**src/rtl/lsu_pipe.sv**
```systemverilog
// Load/store unit: byte-lane steering, sign/zero extension, posted store queue and
// waitrequest handshaking to the data-memory port. Optional macro: LSU_MISALIGN_TRAP_EN.
module lsu_pipe #(
  parameter int XLEN       = 32,
  parameter int AW         = 32,
  parameter int SQ_DEPTH   = 4,
  parameter int RD_LATENCY = 1
) (
  input  logic              clk,
  input  logic              reset,
  input  logic              i_req_valid,
  output logic              o_req_ready,
  input  logic              i_req_we,
  input  logic [2:0]        i_req_funct3,
  input  logic [AW-1:0]     i_req_addr,
  input  logic [XLEN-1:0]   i_req_wdata,
  input  logic [4:0]        i_req_rd,
  output logic              o_resp_valid,
  output logic [4:0]        o_resp_rd,
  output logic [XLEN-1:0]   o_resp_data,
  output logic              o_fault,
  output logic              o_busy,
  output logic [2:0]        o_dbg_state,
  output logic [AW-1:0]     o_ldst_addr,
  output logic              o_ldst_rd,
  output logic              o_ldst_wr,
  output logic [XLEN-1:0]   o_ldst_wrdata,
  output logic [XLEN/8-1:0] o_ldst_byte_en,
  input  logic [XLEN-1:0]   i_ldst_rddata,
  input  logic              i_ldst_waitrequest
);
  localparam int BW = XLEN / 8;
  localparam int OW = $clog2(BW);
  localparam int PW = $clog2(SQ_DEPTH);
  localparam int CW = $clog2(RD_LATENCY + 1);
  localparam logic [PW:0] PTR_ONE = 1;

  typedef enum logic [2:0] {IDLE, DRAIN, LD_REQ, LD_WAIT, RESP} state_t;
  state_t state_q, state_d;

  logic [PW:0]     wr_ptr_q, wr_ptr_d, rd_ptr_q, rd_ptr_d;
  logic [AW-1:0]   sq_addr_q [SQ_DEPTH];
  logic [AW-1:0]   sq_addr_d [SQ_DEPTH];
  logic [BW-1:0]   sq_be_q   [SQ_DEPTH];
  logic [BW-1:0]   sq_be_d   [SQ_DEPTH];
  logic [XLEN-1:0] sq_data_q [SQ_DEPTH];
  logic [XLEN-1:0] sq_data_d [SQ_DEPTH];

  logic [AW-1:0]   ld_addr_q, ld_addr_d;
  logic [BW-1:0]   ld_be_q, ld_be_d;
  logic [OW-1:0]   ld_off_q, ld_off_d;
  logic [2:0]      ld_f3_q, ld_f3_d;
  logic [4:0]      ld_rd_q, ld_rd_d;
  logic [CW-1:0]   cnt_q, cnt_d;

  logic            ldst_rd_q, ldst_rd_d, ldst_wr_q, ldst_wr_d;
  logic [AW-1:0]   ldst_addr_q, ldst_addr_d;
  logic [XLEN-1:0] ldst_wrdata_q, ldst_wrdata_d;
  logic [BW-1:0]   ldst_be_q, ldst_be_d;
  logic            resp_valid_q, resp_valid_d, fault_q, fault_d;
  logic [4:0]      resp_rd_q, resp_rd_d;
  logic [XLEN-1:0] resp_data_q, resp_data_d;

  logic            sq_full, sq_empty_d, accept, push, pop;
  logic [OW-1:0]   req_off, req_lo_mask, req_eff_off;
  logic [3:0]      req_bytes;
  logic [BW-1:0]   req_be;
  logic            req_legal, req_misalign, req_fault;
  logic [AW-1:0]   req_line_addr;
  logic [XLEN-1:0] req_wdata_sh, ld_sh, ld_ext;
  logic [PW-1:0]   head;

  // Handshake: a request transfers on a cycle where i_req_valid && o_req_ready;
  // o_req_ready depends only on registered state, never on the request fields.
  assign sq_full     = (wr_ptr_q[PW] != rd_ptr_q[PW]) &&
                       (wr_ptr_q[PW-1:0] == rd_ptr_q[PW-1:0]);
  assign o_req_ready = (state_q == IDLE) && !sq_full;
  assign o_busy      = (state_q != IDLE) || (wr_ptr_q != rd_ptr_q);
  assign o_dbg_state = state_q;

  always_comb begin
    req_off       = i_req_addr[OW-1:0];
    req_bytes     = 4'd1 << i_req_funct3[1:0];
    req_lo_mask   = OW'(req_bytes - 4'd1);
    req_misalign  = (req_off & req_lo_mask) != '0;
    req_eff_off   = req_off & ~req_lo_mask;
    req_be        = BW'((16'h1 << req_bytes) - 16'h1) << req_eff_off;
    req_line_addr = {i_req_addr[AW-1:OW], {OW{1'b0}}};
    req_wdata_sh  = i_req_wdata << {req_eff_off, 3'b000};
    if (i_req_we) begin
      req_legal = (i_req_funct3 == 3'd0) || (i_req_funct3 == 3'd1) ||
                  (i_req_funct3 == 3'd2) || ((XLEN == 64) && (i_req_funct3 == 3'd3));
    end else begin
      req_legal = (i_req_funct3 != 3'd7) &&
                  ((XLEN == 64) || ((i_req_funct3 != 3'd3) && (i_req_funct3 != 3'd6)));
    end
`ifdef LSU_MISALIGN_TRAP_EN
    req_fault = !req_legal || req_misalign;
`else
    req_fault = !req_legal;
`endif
  end

  // Returned word is lane-shifted down, then extended according to the captured funct3.
  always_comb begin
    ld_sh = i_ldst_rddata >> {ld_off_q, 3'b000};
    case (ld_f3_q)
      3'd0:    ld_ext = XLEN'($signed(ld_sh[7:0]));
      3'd1:    ld_ext = XLEN'($signed(ld_sh[15:0]));
      3'd2:    ld_ext = XLEN'($signed(ld_sh[31:0]));
      3'd4:    ld_ext = XLEN'(ld_sh[7:0]);
      3'd5:    ld_ext = XLEN'(ld_sh[15:0]);
      3'd6:    ld_ext = XLEN'(ld_sh[31:0]);
      default: ld_ext = ld_sh;
    endcase
  end

  always_comb begin
    state_d      = state_q;
    wr_ptr_d     = wr_ptr_q;
    rd_ptr_d     = rd_ptr_q;
    sq_addr_d    = sq_addr_q;
    sq_be_d      = sq_be_q;
    sq_data_d    = sq_data_q;
    ld_addr_d    = ld_addr_q;
    ld_be_d      = ld_be_q;
    ld_off_d     = ld_off_q;
    ld_f3_d      = ld_f3_q;
    ld_rd_d      = ld_rd_q;
    cnt_d        = cnt_q;
    resp_valid_d = 1'b0;
    resp_rd_d    = resp_rd_q;
    resp_data_d  = resp_data_q;
    accept       = i_req_valid && o_req_ready;
    push         = accept && i_req_we && !req_fault;
    pop          = ldst_wr_q && !i_ldst_waitrequest;
    fault_d      = accept && req_fault;

    if (pop) rd_ptr_d = rd_ptr_q + PTR_ONE;
    if (push) begin
      sq_addr_d[wr_ptr_q[PW-1:0]] = req_line_addr;
      sq_be_d[wr_ptr_q[PW-1:0]]   = req_be;
      sq_data_d[wr_ptr_q[PW-1:0]] = req_wdata_sh;
      wr_ptr_d = wr_ptr_q + PTR_ONE;
    end
    sq_empty_d = (rd_ptr_d == wr_ptr_d);

    case (state_q)
      IDLE: begin
        if (accept && !i_req_we && !req_fault) begin
          ld_addr_d = req_line_addr;
          ld_be_d   = req_be;
          ld_off_d  = req_eff_off;
          ld_f3_d   = i_req_funct3;
          ld_rd_d   = i_req_rd;
          state_d   = sq_empty_d ? LD_REQ : DRAIN;
        end
      end
      DRAIN:  if (sq_empty_d) state_d = LD_REQ;
      LD_REQ: begin
        if (ldst_rd_q && !i_ldst_waitrequest) begin
          state_d = LD_WAIT;
          cnt_d   = CW'(RD_LATENCY);
        end
      end
      LD_WAIT: begin
        if (cnt_q == CW'(1)) begin
          state_d      = RESP;
          resp_valid_d = 1'b1;
          resp_rd_d    = ld_rd_q;
          resp_data_d  = ld_ext;
        end else begin
          cnt_d = cnt_q - CW'(1);
        end
      end
      RESP:    state_d = IDLE;
      default: state_d = IDLE;
    endcase

    // Port outputs are registered, so they are computed from next-cycle state and queue head.
    head          = rd_ptr_d[PW-1:0];
    ldst_rd_d     = 1'b0;
    ldst_wr_d     = 1'b0;
    ldst_addr_d   = '0;
    ldst_wrdata_d = '0;
    ldst_be_d     = '0;
    if (state_d == LD_REQ) begin
      ldst_rd_d   = 1'b1;
      ldst_addr_d = ld_addr_d;
      ldst_be_d   = ld_be_d;
    end else if (((state_d == IDLE) || (state_d == DRAIN)) && !sq_empty_d) begin
      ldst_wr_d     = 1'b1;
      ldst_addr_d   = sq_addr_d[head];
      ldst_be_d     = sq_be_d[head];
      ldst_wrdata_d = sq_data_d[head];
    end
  end

  always_ff @(posedge clk) begin
    if (reset) begin
      state_q       <= IDLE;
      wr_ptr_q      <= '0;
      rd_ptr_q      <= '0;
      ld_addr_q     <= '0;
      ld_be_q       <= '0;
      ld_off_q      <= '0;
      ld_f3_q       <= '0;
      ld_rd_q       <= '0;
      cnt_q         <= '0;
      ldst_rd_q     <= 1'b0;
      ldst_wr_q     <= 1'b0;
      ldst_addr_q   <= '0;
      ldst_wrdata_q <= '0;
      ldst_be_q     <= '0;
      resp_valid_q  <= 1'b0;
      resp_rd_q     <= '0;
      resp_data_q   <= '0;
      fault_q       <= 1'b0;
    end else begin
      state_q       <= state_d;
      wr_ptr_q      <= wr_ptr_d;
      rd_ptr_q      <= rd_ptr_d;
      ld_addr_q     <= ld_addr_d;
      ld_be_q       <= ld_be_d;
      ld_off_q      <= ld_off_d;
      ld_f3_q       <= ld_f3_d;
      ld_rd_q       <= ld_rd_d;
      cnt_q         <= cnt_d;
      ldst_rd_q     <= ldst_rd_d;
      ldst_wr_q     <= ldst_wr_d;
      ldst_addr_q   <= ldst_addr_d;
      ldst_wrdata_q <= ldst_wrdata_d;
      ldst_be_q     <= ldst_be_d;
      resp_valid_q  <= resp_valid_d;
      resp_rd_q     <= resp_rd_d;
      resp_data_q   <= resp_data_d;
      fault_q       <= fault_d;
    end
  end

  // Queue storage needs no reset: only the pointers define which entries are live.
  always_ff @(posedge clk) begin
    sq_addr_q <= sq_addr_d;
    sq_be_q   <= sq_be_d;
    sq_data_q <= sq_data_d;
  end

  assign o_ldst_rd      = ldst_rd_q;
  assign o_ldst_wr      = ldst_wr_q;
  assign o_ldst_addr    = ldst_addr_q;
  assign o_ldst_wrdata  = ldst_wrdata_q;
  assign o_ldst_byte_en = ldst_be_q;
  assign o_resp_valid   = resp_valid_q;
  assign o_resp_rd      = resp_rd_q;
  assign o_resp_data    = resp_data_q;
  assign o_fault        = fault_q;
endmodule

```
**config.mk**
```make
export PLATFORM = sky130hd
export DESIGN_NAME = lsu_pipe
export DESIGN_NICKNAME = d
export VERILOG_FILES = /design/src/rtl/lsu_pipe.sv
export SDC_FILE = /design/constraint.sdc
export NUM_CORES = 1
export LEC_CHECK = 0
export ABC_AREA = 1
export CAP_MARGIN = 40
export CORE_MARGIN = 5
export CORE_UTILIZATION = 40
export DETAILED_ROUTE_END_ITERATION = 10
export PLACE_DENSITY_LB_ADDON = 0.05
export RECOVER_POWER = 50
export SLEW_MARGIN = 20
export SYNTH_ARGS = -nofsm -noshare
export SYNTH_HDL_FRONTEND = slang
export SYNTH_SLANG_ARGS = --single-unit
```
**constraint.sdc**
```tcl
create_clock -name clk -period 2.75 [get_ports clk]
set_input_delay 0.6875 -clock clk [delete_from_list [all_inputs] [get_ports clk]]
set_output_delay 0.6875 -clock clk [all_outputs]
set_load 0.02 [all_outputs]
```
==> metrics.cfg <==
[drt]
drc_errors=0
via_per_inst=4.872
wire_per_inst_um=15.59
vias=18390
final_antenna_net_count=0
drt-total-wl_um=58820
drt-pass1-iter-count=5
drt_iter0_markers=1067

[timing]
maxSlewHeadroom_pct=47.23
drv_slew=0
clock_skew_ns=0.01242
fmax_mhz=380.5
fin_crit_sh_pct=95.56
setup_viol=0
rsz0062_at_grt=false
post-route-min-period_ns=2.628
tightest_slew_ns=0.7915
hold_viol_final=0

[synth]
synthCells=2779
yosysUniqueCellTypes=41
synth_seq_cells=437
yosysWarnings=0
syn_area_um2=19670
avgSynthCellArea_um2=7.079
yosysSeqAreaShare_pct=44.47
syn-num-nets=2893

[clock_tree]
root_buffer=clkbuf_16
cts_tree=yes
path_clk_slew_ns=0.06
cts_buffer_depth=3
clock-sinks=437
htreeDepth=2
clk_latency_ns=0.58
numCtsBuffers=50

[critical_path]
cpLargestDelayFamily=simple AND/OR/NAND/NOR gates
setup.worst_path.class=reg -> out
worstPathArrival_ns=1.94
cp-start-kind=register
reg2reg_slack_ns=0.27
slowest_stage=dlygate4sd2_1
worstPathMaxFanout=4
worstPathRequired_ns=2.06
crit_path_end_kind=primary output
cp_num_buf_inv=1
crit_path_max_incr_delay_ns=0.37
path_cells=nor3_4 -> nand3_1 -> or2_2 -> dlygate4sd2_1

[floorplanning]
start_util_pct=40.36
die_w_um=231.8
die_area_um2=53720
ios=223
core_area_um2=48750
core.rowCount=81
die_h_um=231.8

[global_route]
grt_pass1_vias=17570
antenna_found_initial=1
grt_use_total_pct=21.20
grt_max_degree=69
overflow=0
grt_first_pass_wirelength_um=93210

[placed_design]
hpwl_um=39900
io_buffer_count=222
gp_congestion=0.8386
placed_area_um2=23960

[pwr]
power.switching_mw=5.623
switching_share_pct=29.79
pwr-share-seq_pct=40.0
leakagePower_nw=12.05
p_int_mw=13.25
combPwrFrac_pct=24.1
clock_power_share_pct=35.9
ir_worst_vdd_uv=432.0
power_mw=18.88
powerDensity_nw_per_um2=736.5

[outcome]
status=completed

[worst_hold_path]
hp-class=reg -> reg

[cells_and_area]
nets=3185
design_area_um2=25630
areaGrowthSynthToFinish_pct=30.29
layout_commonest_cell=nand2_1
final_cell_mix=nand2_1 (520), inv_1 (467), dfxtp_1 (434)
drive_above_1_share_pct=11.87
n_fill_cell=4802

[run]
drv_cap=0

-- path summary, 6_finish.rpt --
kind / startpoint / end / cells after the start
max: o_dbg_state[1] / o_busy / 4
min: sq_addr_q[1] / sq_addr_q[1] / 2
max reg2reg: o_dbg_state[1] / o_ldst_addr[10] / 15
min reg2reg: sq_addr_q[1] / sq_addr_q[1] / 2
-- cells by family (layout without fill, tap and decap cells) --
kind of cell	Yosys count	in the layout	synth area share, %
other	0	1	0
xor gates and xnor gates	4	4	0.1781
buffers and inverters	663	993	13.23
muxes	7	7	0.3562
and+or+nand+nor	933	933	20.07
DFF	437	437	44.47
adders and majority gates	5	5	0.3180
AOI/OAI and AO/OA	730	730	21.38
-- per-stage QoR --
step | TNS, ns | cells | setup WS (ns) | utilization (%) | hold slack, ns
detailed placement | -28.60 | 3682 | -0.4188 | 49.15 | 0.4215
floorplan | 0 | 2779 | 0.4029 | - | 0.4104
finish | 0 | 3774 | 0.1222 | 52.58 | 0.4295
global placement | -29.03 | 3682 | -0.4386 | 49.15 | 0.4162
global route | 0 | 3774 | 0.002136 | 52.58 | 0.4452
CTS | 0 | 3773 | 0.01593 | 52.64 | 0.4312
-- cells in the mapped netlist --
library cell	n	area share (%)
nand2_1	521	9.9
inv_1	466	8.9
dfxtp_1	437	44
a21oi_1	248	6.3
nor2_1	219	4.2
o21ai_0	204	5.2
clkbuf_1	115	2.2
nand3_1	107	2.7
o21a_1	76	2.9
o21ai_1	76	1.9
buf_2	49	1.2
o211ai_1	45	1.7
o21bai_1	30	1.1
nand4_1	27	0.86
or2_2	26	0.83
buf_1	17	0.32
o221ai_1	14	0.62
nand3_2	13	0.66
a21oi_2	12	0.53
a31oi_1	9	0.29
a211oi_1	7	0.27
mux2i_1	7	0.36
o221a_2	7	0.40
inv_2	6	0.11
nand2_2	6	0.19
buf_4	5	0.19
ha_1	5	0.32
nand3b_1	4	0.15
buf_6	3	0.17
nor2_2	3	0.095
nand4_4	2	0.22
nor3_1	2	0.051
xnor2_1	2	0.089
xor2_1	2	0.089
buf_8	1	0.076
clkinv_1	1	0.019
nor2_4	1	0.057
nor3_4	1	0.083
o21ai_2	1	0.045
o22ai_1	1	0.032
or3_1	1	0.032
-- per-layer routing --
| layer | part of all wire, % | wire length, um | GRT usage, % |
|---|---|---|---|
| met5 | 0 | 0 | 0 |
| met4 | 2.4 | 1440 | 6.222 |
| met3 | 4.5 | 2651 | 3.338 |
| met2 | 47 | 27540 | 35.52 |
| met1 | 46 | 27190 | 28.41 |
-- power groups by stage --
stage | Combinational, mW | Clock, mW | Sequential, mW
after floorplan | 2.50 | 0 | 7.83
after global placement | 4.53 | 0 | 7.67
after detailed placement | 4.61 | 0 | 7.69
after CTS | 4.65 | 6.96 | 7.56
after global routing | 5.06 | 7.23 | 7.63
final | 4.55 | 6.78 | 7.55
-- flip-flops by register name (all words and copies together), names as in the netlist, 2 cells and up --
name            flops
sq_addr_q         128
rd_ptr_q            3
sq_data_q         128
ld_be_q             4
o_dbg_state         3
o_resp_data        32
wr_ptr_q            3
ld_rd_q             5
ld_f3_q             3
o_ldst_byte_en      4
ld_addr_q          32
o_ldst_wrdata      32
sq_be_q            16
o_resp_rd           5
ld_off_q            2
o_ldst_addr        32
-- worst min-delay path, stage by stage, from the launching register on --
cell and delay [ns]:
dfxtp_1 0.29, inv_1 0.05, nor2_1 0.04
-- timing repair --
item	4_1_cts	5_1_grt
buffers inserted	1	0
endpoints found under the setup margin	2	4
resized for setup	3	7
hold buffers	0	0
pin swaps	1	0
-- area by class of cell --
cell class	instances	area, um2	share of cell area (%)
tap	664	830.8	3.241
clock inverter	18	210.2	0.8201
sequential	437	8752	34.15
clock buffer	72	1485	5.794
timing repair buffer	430	4173	16.28
antenna	1	2.502	0.009763
multi-input combinational	1679	8402	32.78
inverter	473	1777	6.932
Note: power is estimated with default switching activity, not from simulation.
==> RTL change, RTL diff (same flow settings) <==
Make the reset (`reset`) asynchronous in one clocked block.
--- a/src/rtl/lsu_pipe.sv
+++ b/src/rtl/lsu_pipe.sv
@@ -196,7 +196,7 @@
     end
   end
 
-  always_ff @(posedge clk) begin
+  always_ff @(posedge clk or posedge reset) begin
     if (reset) begin
       state_q       <= IDLE;
       wr_ptr_q      <= '0;
Behaviour: differs if reset is asserted again (counterexample within 4 cycles, from zero or initial values and one cycle with reset high); with reset held inactive, the same outputs for 4 cycles.
==> RTL change against the unedited design <==
Final cell count increased by 4.8%; clock skew increased by 0.0057 ns; setup slack got worse by 0.046 ns; sequential cell count unchanged; synthesized area up 4.4%; fmax is 1.7% lower; routed wire length up 8.4%; final area is 3.9% higher; the flow now finishes with violations (max-capacitance violations, max-slew violations).
Power is not compared: it rests on default switching activity, and its combinational part moved more than twofold at a synthesized area within 25%.
==> RTL change: results (changes against the unedited design) <==
| Metric | Value |
|---|---|
| Status | complete, but fails checks |
| Violated checks | max-capacitance violations, max-slew violations |
| FF-to-FF path depth | 12 (-3) |
| Kind of cell adding the most delay to the critical path | buffers and inverters |
| Post-synth cell types | 44 (+7.3%) |
| GRT Util Overall | 22.2% (+0.95 points) |
| Critical R2R Capture | o_ldst_wrdata[28] |
| Sequential share of the synthesized area | 46.6% (+2.2 points) |
| Detailed Route Iter0 Violations | 1,519 (+42%) |
| Worst-Margin Slew | 1.72 ns (+0.931 ns) |
| Cell count after placement | 3,858 (+4.8%) |
| Antenna diode count | 0 (-1) |
| Worst hold slack | 0.431 ns (+0.00107 ns) |
| Global-route wire length before repair | 102,000 microns (+9.0%) |
| Largest cells by area after synthesis | dfxtp_1 (27%), dfrtp_1 (20%), nand2_1 (14%) |
| Max-Cap Viols | 2 (+2) |
| RD Place Congestion | 0.858 (+2.3%) |
| Metal1 wirelength | 30,200 microns (+11%) |
| Number of global-route vias before repair | 18,500 (+5.2%) |
| WP data arrival | 3.15 ns (+1.21 ns) |
| Final Max Tran Viols | 167 (+167) |
| Largest net degree at the start of global routing | 108 (+57%) |
| Flop-to-flop setup slack | 0.31 ns (+0.04 ns) |
| Pre-antenna DRT Iters | 7 (+2) |
| Routed length on met2 | 29,200 microns (+6.0%) |
| Synth async-reset ratio | 37.8% (+38 points) |
| Vias | 19,500 (+6.1%) |
RTL change: cell types whose count changed in the layout (fill, tap and decap cells not counted), sizes merged, moves of 32 or more:
cell / unedited run / this run
a21oi: 260 / 223
clkdlybuf4s50: 177 / 218
dfrtp: 0 / 165
dfxtp: 437 / 272
dlygate4sd3: 42 / 2
nand2: 527 / 774
nand3: 120 / 212
o211ai: 45 / 13
o21a: 76 / 1
RTL change: kinds of logic after synthesis:
group           count (synthesis)  synth area share, %
buf+inv                       635                 12.2
compound gates                546                 13.9
mux                             7                0.378
xor+xnor                        4                0.171
simple gates                 1311                 26.4
flops                         437                 46.6
fa+ha+maj                       5                0.305
RTL change: per-layer routing:
layer | up-vias | GRT usage, %
met2 | 436 | 36.2
met4 | 2 | 5.74
li1 | 9845 | -
met1 | 9121 | 31.1
met3 | 106 | 3.07
met5 | - | 0
RTL change: power groups by stage:
stage	registers [W]	clock network, W	logic [W]
after detailed placement	0.0107	0	0.0180
after global placement	0.0107	0	0.0177
final	0.0107	0.00721	0.0180
after global routing	0.0109	0.00765	0.0201
after floorplan	0.0114	0	0.0100
after CTS	0.0107	0.00739	0.0181
RTL change: repair_timing:
action / 4_1_cts / 5_1_grt
pin swaps: 1 / 0
buffers inserted: 1 / 0
gates resized for setup: 5 / 3
endpoints found under the setup margin: 2 / 2
RTL change: cell type report:
cell class	instances	area [sq um]	share of cell area, %
multi-input combinational	1873	8550	32.1
timing repair buffer	429	4210	15.8
clock buffer	69	1460	5.50
inverter	440	1660	6.21
clock inverter	27	330	1.24
sequential	437	9580	36.0
tap	680	851	3.19
RTL change: worst register-to-register path, delay by kind of cell, from the launching register on:
family / cells / cell delay, ns
compound gates: 1 / 0.17
flops: 1 / 0.43
buf+inv: 3 / 0.63
simple gates: 8 / 1.09
